### config.mk
export PLATFORM = sky130hd
export DESIGN_NAME = prog_counter
export DESIGN_NICKNAME = d
export VERILOG_FILES = /design/src/rtl/prog_counter.sv
export SDC_FILE = /design/constraint.sdc
export NUM_CORES = 1
export LEC_CHECK = 0
export CAP_MARGIN = 25
export CORE_MARGIN = 1.5
export CORE_UTILIZATION = 35
export CTS_CLUSTER_SIZE = 12
export DETAILED_ROUTE_END_ITERATION = 10
export GPL_TIMING_DRIVEN = 1
export PLACE_DENSITY_LB_ADDON = 0.08
export SYNTH_ARGS = -nofsm -noshare
export SYNTH_HDL_FRONTEND = slang
export SYNTH_SLANG_ARGS = --single-unit
export TNS_END_PERCENT = 50
### constraint.sdc
create_clock -name clk -period 2 [get_ports clk]
set_clock_uncertainty 0.15 [all_clocks]
set_input_delay 0.2 -clock clk [delete_from_list [all_inputs] [get_ports clk]]
set_output_delay 0.2 -clock clk [all_outputs]
set_load 0.01 [all_outputs]
### src/rtl/prog_counter.sv
// prog_counter: parametrised up/down counter with prescaler, wrap/saturate, tc pulse, sticky overflow.
// Optional COUNTER_COMPARE_EN adds compare_value input and registered match output.
module prog_counter #(
    parameter int WIDTH     = 8,
    parameter int MAX_VALUE = 2**WIDTH-1,
    parameter int PRESCALE  = 1,
    parameter int SATURATE  = 0
) (
    input  logic             clk,
    input  logic             reset,
    input  logic             enable,
    input  logic             up_down,
    input  logic             load,
    input  logic [WIDTH-1:0] load_value,
    input  logic             clear,
`ifdef COUNTER_COMPARE_EN
    input  logic [WIDTH-1:0] compare_value,
    output logic             match,
`endif
    output logic [WIDTH-1:0] count,
    output logic             nonzero,
    output logic             tc,
    output logic             overflow
);
    localparam logic [WIDTH-1:0] MAXV = WIDTH'(MAX_VALUE);
    localparam int PW = PRESCALE > 1 ? $clog2(PRESCALE) : 1;
    logic step, bnd, hit;
    logic [WIDTH-1:0] stepped, loaded, nxt;
    generate
        if (MAX_VALUE < 1 || MAX_VALUE > 2**WIDTH-1 || PRESCALE < 1) begin : g_bad
            $error("prog_counter: illegal MAX_VALUE or PRESCALE");
        end
        if (PRESCALE == 1) begin : g_nopre
            assign step = enable;
        end else begin : g_pre
            logic [PW-1:0] pre;
            assign step = enable && pre == PW'(PRESCALE-1);
            always_ff @(posedge clk) begin
                if (reset || clear || load)
                    pre <= '0;
                else if (enable)
                    pre <= step ? '0 : pre + 1'b1;
            end
        end
    endgenerate
    // Boundaries come from compares so count never leaves 0..MAX_VALUE
    always_comb begin
        bnd = up_down ? count == MAXV : count == '0;
        stepped = up_down ? (bnd ? (SATURATE != 0 ? MAXV : '0) : count + 1'b1)
                          : (bnd ? (SATURATE != 0 ? '0 : MAXV) : count - 1'b1);
        loaded = load_value > MAXV ? MAXV : load_value;
        hit = !clear && !load && step && bnd;
        nxt = clear ? '0 : load ? loaded : step ? stepped : count;
    end
    assign nonzero = |count;
    always_ff @(posedge clk) begin
        if (reset) begin
            count    <= '0;
            tc       <= 1'b0;
            overflow <= 1'b0;
        end else begin
            count    <= nxt;
            tc       <= hit;
            overflow <= !clear && (overflow || hit);
        end
    end
`ifdef COUNTER_COMPARE_EN
    always_ff @(posedge clk) match <= !reset && nxt == compare_value;
`endif
endmodule

# Word level (Yosys, flattened, before mapping)
# Index checks and enable logic that the tools add are counted.
[totals]
reg_bits = 10
in_bits = 14
output_inout_bits = 11
wordCells = 25
[op_classes]
n_addsub = 2
magnitude_cmp = 1
eq_ne = 1
n_mux = 7
n_reduce_logical = 11
[ops]
columns = ["op", "n"]
rows = [
  ["$mux W8", 6],
  ["$add A8 B1 Y8 const B", 1],
  ["$eq A8 B8 Y1 const B", 1],
  ["$gt A8 B8 Y1 const B", 1],
  ["$logic_not A8 Y1", 1],
  ["$reduce_or A8 Y1", 1],
  ["$sub A8 B1 Y8 const B", 1],
  ["$logic_and A1 B1 Y1", 4],
  ["$logic_not A1 Y1", 2],
  ["$reduce_bool A2 Y1", 1],
  ["$reduce_or A2 Y1", 1],
  ["$logic_or A1 B1 Y1", 1],
  ["$mux W1", 1],
]

# Depth between registers and ports, before layout
# Gate-level depths: netlist (run 1).
[depth]
depth_word = 6
mapped_depth = 8

# Least setup slack after synthesis (run 1)
# No wires, ideal clock.
[synth_timing]
path_kind = "reg2reg"
start = "reg count[0]"
end = "reg count[7]"
setup_ns = 0.130
arrival_time_ns = 1.844
path_slack_ns = -0.124
path_stages_with_launch = 9
path_buffers = 2
period_less_slack_ns = 2.124
cell_sequence = "dfxtp_1 clkbuf_1 inv_1 ha_1 or4b_1 clkbuf_1 a21oi_1 a2111oi_1 o32ai_1"
[synth_via]
elab_chain_cells = 6
word_cells_on_any_way = 10
classes_between = "2 x add/sub; 1 x eq/ne; 6 x mux; 1 x reduce/logical"
[synth_rtl]
columns = ["item", "line_no", "source"]
rows = [
  ["start: declaration", "20", "output logic [WIDTH-1:0] count,"],
  ["start signal: assignment", "62", "count <= nxt;"],
  ["branches (longest 3 deep; another with $sub A8 B1 Y8)", "-", ""],
  ["$mux W8 *", "49", "stepped = up_down ? (bnd ? (SATURATE != 0 ? MAXV : '0) : count + 1'b1)"],
  ["$mux W8 * (2 in series)", "53", "nxt = clear ? '0 : load ? loaded : step ? stepped : count;"],
]
# Every way passes the cells marked *. The select of a mux whose other input is x is not followed.
# A chain may end at the register's enable or synchronous reset.

# Final worst setup path (run 1)
[layout_timing]
start = "reg count[7]"
end = "out nonzero"
[layout_via]
elab_chain_cells = 1
[layout_rtl]
columns = ["item", "line_no", "source"]
rows = [
  ["$reduce_or A8 Y1", "55", "assign nonzero = |count;"],
  ["end: declaration", "21", "output logic nonzero,"],
]
# No other way between the ends.

==> summary.md, run 1 <==
| Metric | Value |
|---|---|
| Status | finished with violations |
| Violated checks | setup timing |
| Worst Setup Path Type | flip-flop to primary output |
| Clock root cell | clkbuf_4 |
| Slew headroom | 73.81% |
| Antenna Nets Post-Route | 0 |
| Worst-Margin Slew | 391.6 ps |
| Initial DRC count | 51 |
| Pint | 0.0004554 W |
| Num rows | 17 |
| MaxCap Viol Count | 0 |
| Routed wire per std cell | 15.03 um |
| Nets@finish | 163 |
| Sequential share of the synthesized area | 24.21% |
| Commonest non-fill, non-tap cell in the layout | clkdlybuf4s50_1 |
| Fin area | 0.001295 sq mm |
| Setup WS post-layout | -95.22 ps |
| CTS max path bufs | 2 |
| Setup Viol. Count Final | 1 |
| Part of the cycle the worst path needs | 104.8% |
| Avg Inst Size Synth | 7.877 sq um |
| Final hold violations | 0 |
| DIE HEIGHT | 51.61 um |
| Routed vias | 1003 |
| Initial antenna violation count | 0 |
| Reg2reg path depth | 5 |
| Yosys warns | 0 |
| Hold path cells | 1 |
| Initial Utilization | 37.39% |
| Hold path start | overflow |
| Logic gate share of total power | 37.8% |
| Die ar. | 0.002664 sq mm |
| Netlist cell types | 40 |
| Hold EP | overflow |
| PortBufs | 24 |
| Area delta synth->final | 56.58% |
| Total I/O pin count | 25 |
| Fill cells | 212 |
| Total track usage | 21.70% |
| Most frequent cells in the layout | clkdlybuf4s50_1 (23), buf_4 (22), nor2_1 (8), dfxtp_1 (8) |
| DR DRC count | 0 |
| Synth Flop Type | dfxtp_1 |
| N_diodes | 0 |
| DP Worst Slack | -148.7 ps |
| H-Tree Depth | 1 |
| Largest net degree at the start of global routing | 12 |
| CTS Buf Count | 3 |
| RePlAce Congestion | 0.8235 |
| Vias in the first global route | 935 |
| CP max FO | 2 |
| CP Capture Type | primary output |
| Clock slew at reported path FFs | 70 ps |
| Post-synth EDFFs | 0 |
| First-pass GRT wire length | 4319 um |
| Cts-stage hold buffer count | 0 |
| Reg2Reg Setup Slack | 30 ps |
| Clock network fraction of total power | 28.9% |
| Syn nets | 121 |
| Hold WS | 317.3 ps |
| Share of cells above drive strength 1 | 30.82% |
| Slew Viols, Final | 0 |
| Routed Wire Length | 2616 um |
| Class of the worst hold path | flip-flop to flip-flop |
| CTS tree | yes |
| Total chip power | 0.0006507 W |
| Worst EP arrival | 1750 ps |
| Worst Setup Start Kind | flip-flop |
| CTS sink count | 10 |
| Leakage | 0.4724 nW |
| Aggregate global routing overflow | 0 |
| Worst R2R Start | count[1] |
| Min cycle time layout | 2095 ps |
| DP HPWL | 1952 um |
| # Post-CTS Setup Buffers | 0 |
| TNS Setup | -95.22 ps |
| RSZ-0062 raised after global routing | yes |
| Core area | 0.002212 sq mm |
| Sequential Power Share | 33.3% |
| Synth Cell Area | 827.0 sq um |
| Highest achievable clock rate | 0.4773 GHz |
| PD cells | 502.5 mW/mm^2 |
| Psw | 0.0001953 W |
| Worst Path Required | 1650 ps |
| Cell count after synthesis | 105 |
| Clk Latency, worst-skew pair | 270 ps |
| FFs w/ async S/R, synth | 0% |
| Detailed Routing Iterations Pass 1 | 4 |
| Area after DPL | 0.001232 sq mm |
| Switching share of power | 30.01% |
| Vias per cell | 5.764 |
| Seq cells post-synth | 10 |
| Die outline width | 51.61 um |
| Critical R2R Capture | count[5] |
| VDD IR max | 0.0002905 V |
## layer usage
metal / global-route usage (%) / share of wire (%)
met5: 0 / 0
met1: 28.70 / 48
met3: 1.724 / 4.0
met4: 9.211 / 1.1
met2: 36.11 / 47
## power by group through the flow
| stage | logic [W] | registers (W) | clock network, W |
|---|---|---|---|
| finish | 0.000246 | 0.000217 | 0.000188 |
| global route | 0.000266 | 0.000217 | 0.000199 |
| CTS | 0.000242 | 0.000216 | 0.000190 |
| detailed placement | 0.000235 | 0.000220 | 0 |
| global placement | 0.000234 | 0.000220 | 0 |
| floorplan | 0.000123 | 0.000226 | 0 |
## critical path, cell delays in order (launching register included)
cell and delay, ps:
dfxtp_2 320, or4_4 530, or4b_4 500, buf_6 140
## final cells by class
class	count	area, sq um	share of cell area [%]
clock buffers	4	36.28	2.802
repair buffers	46	406.6	31.40
inverters	5	21.27	1.643
flip-flops and latches	10	202.7	15.65
well taps	28	35.03	2.705
multi-input cells	81	593.1	45.80
## flip-flops by register name (all words and copies together), names as in the netlist
signal,flops
count,8
overflow,1
tc,1
## how the worst max path moves through the flow
stage / startpoint / cells past startpoint / slack (ps) / endpoint
floorplan: count[0] / 8 / -20 / count[0]
global placement: count[7] / 3 / -140 / nonzero
detailed placement: count[7] / 3 / -150 / nonzero
CTS: count[7] / 3 / -100 / nonzero
global route: count[7] / 3 / -140 / nonzero
finish: count[7] / 3 / -100 / nonzero
## stage by stage
step | utilization, % | cells
2_1_floorplan | - | 105
3_3_place_gp | 55.71 | 170
3_5_place_dp | 55.71 | 170
4_1_cts | 57.81 | 174
5_1_grt | 58.54 | 174
6_report | 58.54 | 174
## synthesized netlist by cell type, types with 2 or more instances
| master | count | area, sq um |
|---|---|---|
| or2_2 | 2 | 12.51 |
| nand4_1 | 3 | 18.77 |
| a211oi_1 | 3 | 22.52 |
| nand2_1 | 3 | 11.26 |
| or4_4 | 2 | 22.52 |
| xnor2_1 | 5 | 43.79 |
| dfxtp_1 | 10 | 200.2 |
| a21oi_1 | 7 | 35.03 |
| a21o_1 | 2 | 15.01 |
| o221ai_1 | 2 | 17.52 |
| ha_1 | 2 | 25.02 |
| and4_1 | 2 | 17.52 |
| nor4_1 | 2 | 12.51 |
| a31oi_1 | 2 | 12.51 |
| clkbuf_1 | 6 | 22.52 |
| buf_6 | 3 | 33.78 |
| or3_1 | 2 | 12.51 |
| nand3_1 | 4 | 20.02 |
| nor3_1 | 4 | 20.02 |
| nor2_1 | 8 | 30.03 |
| o21ai_0 | 7 | 35.03 |
| o22ai_1 | 2 | 12.51 |
| inv_1 | 5 | 18.77 |
## logic make-up after synthesis
family,after synthesis,share of synthesized area (%)
simple gates,38,27.69
compound gates,36,30.71
buf+inv,14,9.077
flops,10,24.21
xor+xnor,5,5.295
fa+ha+maj,2,3.025
## timing repair
action / in CTS / in global routing
hold endpoints to repair: 0 / 0
pin swaps: 0 / 2
resized for setup: 7 / 4
setup endpoints to repair: 4 / 4
Power figures use the tool's default switching activity.
==> inputs of run 2 (changes only) <==
--- a/config.mk
+++ b/config.mk
@@ -12,6 +12,7 @@
 export DETAILED_ROUTE_END_ITERATION = 10
 export GPL_TIMING_DRIVEN = 1
 export PLACE_DENSITY_LB_ADDON = 0.08
+export REMOVE_ABC_BUFFERS = 1
 export SYNTH_ARGS = -nofsm -noshare
 export SYNTH_HDL_FRONTEND = slang
 export SYNTH_SLANG_ARGS = --single-unit
==> constraint.sdc (replaced) <==
create_clock -name clk -period 1.7 [get_ports clk]
set_clock_uncertainty 0.15 [all_clocks]
set_input_delay 0.17 -clock clk [delete_from_list [all_inputs] [get_ports clk]]
set_output_delay 0.17 -clock clk [all_outputs]
set_load 0.01 [all_outputs]
==> summary.md, run 2 (synthesis gave the netlist of run 1 again) <==
| Metric | Value |
|---|---|
| Status | finished with violations (unchanged) |
| Violated checks | setup timing (unchanged) |
| Aggregate global routing overflow | 0 (unchanged) |
| Total chip power | 0.0008601 W (was 0.0006507 W) |
| Routed vias | 1134 (was 1003) |
| RePlAce Congestion | 0.8978 (was 0.8235) |
| H-Tree Depth | 1 (unchanged) |
| Nets@finish | 184 (was 163) |
| Detailed Routing Iterations Pass 1 | 4 (unchanged) |
| Reg with most FFs | count (unchanged) |
| Clk Latency, worst-skew pair | 270 ps (about the same) |
| Num rows | 17 (unchanged) |
| Hold EP | overflow (unchanged) |
| Die ar. | 0.002664 sq mm (unchanged) |
| Core area | 0.002212 sq mm (unchanged) |
| CP max FO | 2 (unchanged) |
| N_diodes | 0 (unchanged) |
| Sequential Power Share | 29.5% (was 33.3%) |
| Highest achievable clock rate | 0.4687 GHz |
| CTS sink count | 10 (unchanged) |
| DP HPWL | 2228 um (was 1952 um) |
| Largest net degree at the start of global routing | 12 (unchanged) |
| Hold path start | overflow (unchanged) |
| Area after DPL | 0.001301 sq mm (was 0.001232 sq mm) |
| Slew headroom | 78.08% (was 73.81%) |
| Pint | 0.0005970 W (was 0.0004554 W) |
| Slew Viols, Final | 0 (unchanged) |
| RSZ-0062 raised after global routing | yes (unchanged) |
| Fill cells | 163 (was 212) |
| Initial Utilization | 37.39% (unchanged) |
| Worst EP arrival | 1810 ps (was 1750 ps) |
| CTS max path bufs | 2 (unchanged) |
| CTS Buf Count | 3 (unchanged) |
| Critical R2R Capture | count[7] (was count[5]) |
| VDD IR max | 0.0004678 V (was 0.0002905 V) |
| Initial DRC count | 37 (was 51) |
| Leakage | 0.6236 nW (was 0.4724 nW) |
| Met3 wire len | 180 um (was 105 um) |
| Vias in the first global route | 1067 (was 935) |
| Reg2reg path depth | 4 (was 5) |
| Top sig layer | met4 (unchanged) |
| CTS tree | yes (unchanged) |
| Worst Path Required | 1380 ps (was 1650 ps) |
| Clock slew at reported path FFs | 60 ps (was 70 ps) |
| Class of the worst hold path | flip-flop to flip-flop (unchanged) |
| Setup Viol. Count Final | 11 (was 1) |
| Clock root cell | clkbuf_4 (unchanged) |
| Largest register FFs | 8 (unchanged) |
| PortBufs | 24 (unchanged) |
| Worst Setup Path Type | flip-flop to primary output (unchanged) |
| Most frequent cells in the layout | buf_4 (40), clkdlybuf4s50_1 (21), nor2_1 (7), o21ai_0 (7), dfxtp_1 (7) (was clkdlybuf4s50_1 (23), buf_4 (22), nor2_1 (8), dfxtp_1 (8)) |
| Worst Setup Start Kind | flip-flop (unchanged) |
| Hold path cells | 1 (unchanged) |
| Share of cells above drive strength 1 | 46.11% (was 30.82%) |
| Switching share of power | 30.59% (was 30.01%) |
| Area delta synth->final | 91.38% (was 56.58%) |
| Cts-stage hold buffer count | 0 (unchanged) |
| MaxCap Viol Count | 0 (unchanged) |
| Routed Wire Length | 3215 um (was 2616 um) |
| Reg2Reg Setup Slack | -230 ps (was 30 ps) |
| Psw | 0.0002631 W (was 0.0001953 W) |
| Antenna Nets Post-Route | 0 (unchanged) |
| Routed length on met1 | 1303 um (was 1248 um) |
| Initial antenna violation count | 0 (unchanged) |
| Fin area | 0.001583 sq mm (was 0.001295 sq mm) |
| Setup WS post-layout | -433.7 ps (was -95.22 ps) |
| Min cycle time layout | 2134 ps |
| Final hold violations | 0 (unchanged) |
| Total I/O pin count | 25 (unchanged) |
| Logic gate share of total power | 45.7% (was 37.8%) |
| First-pass GRT wire length | 4974 um (was 4319 um) |
| DIE HEIGHT | 51.61 um (unchanged) |
| PD cells | 543.4 mW/mm^2 (was 502.5 mW/mm^2) |
| Total track usage | 24.92% (was 21.70%) |
| Met2 WL | 1641 um (was 1230 um) |
| DR DRC count | 0 (unchanged) |
| Worst R2R Start | count[1] (unchanged) |
| DP Worst Slack | -486.2 ps (was -148.7 ps) |
| Die outline width | 51.61 um (unchanged) |
| Clock network fraction of total power | 24.8% (was 28.9%) |
| Vias per cell | 5.815 (was 5.764) |
| Worst-Margin Slew | 325.3 ps (was 391.6 ps) |
| Commonest non-fill, non-tap cell in the layout | buf_4 (was clkdlybuf4s50_1) |
| Part of the cycle the worst path needs | 125.5% |
| Biggest regs | count x8, overflow x1, tc x1 (unchanged) |
| Routed wire per std cell | 16.49 um (was 15.03 um) |
| CP Capture Type | primary output (unchanged) |
==> run 2: metal layers <==
metal  GRT usage [%]  up-vias
met4           8.333        0
met3           6.609       14
met5               0        -
met1           28.60      546
met2           44.44       45
li1                -      529
==> run 2: power groups by stage <==
stage | Clock, W | Combinational [W] | Sequential (W)
after floorplan | 0 | 0.000107 | 0.000274
after global placement | 0 | 0.000282 | 0.000257
after detailed placement | 0 | 0.000286 | 0.000258
after CTS | 0.000217 | 0.000325 | 0.000253
after global routing | 0.000233 | 0.000421 | 0.000254
final | 0.000213 | 0.000393 | 0.000253
==> run 2: metrics by stage <==
| step | hold WS [ps] | std cells | util, % | setup TNS, ps |
|---|---|---|---|---|
| after floorplan | 163.9 | 96 | - | -1985 |
| after global placement | 286.7 | 182 | 58.82 | -2479 |
| after detailed placement | 298.7 | 182 | 58.82 | -2764 |
| after CTS | 315.3 | 189 | 65.21 | -1296 |
| after global routing | 355.1 | 195 | 71.55 | -2633 |
| final | 322.7 | 195 | 71.55 | -2005 |
==> run 2: repair_timing <==
item                       in CTS  in global routing
pin swaps                       8                 12
gates resized for setup        25                 15
setup endpoints to repair      11                 12
setup buffers                   3                  6
==> run 2: worst max-delay path by stage <==
stage,cells past startpoint,from,endpoint,slack [ps]
6_report,3,count[7],nonzero,-430
3_5_place_dp,3,count[7],nonzero,-490
4_1_cts,3,count[7],nonzero,-430
3_3_place_gp,3,count[7],nonzero,-460
5_1_grt,3,count[7],nonzero,-470
2_1_floorplan,4,count[2],count[7],-340
==> run 2: final cells by class <==
cell class	instances	area, sq um	share of cell area (%)
flip-flops and latches	10	206.4	13.04
well taps	28	35.03	2.213
multi-input cells	81	694.4	43.87
repair buffers	67	589.3	37.23
clock buffers	4	36.28	2.292
inverters	5	21.27	1.344
==> run 2: critical path, stage by stage, from the launching register on <==
cell and delay [ps]:
dfxtp_2 320, or4_4 550, or4b_4 540, buf_6 140
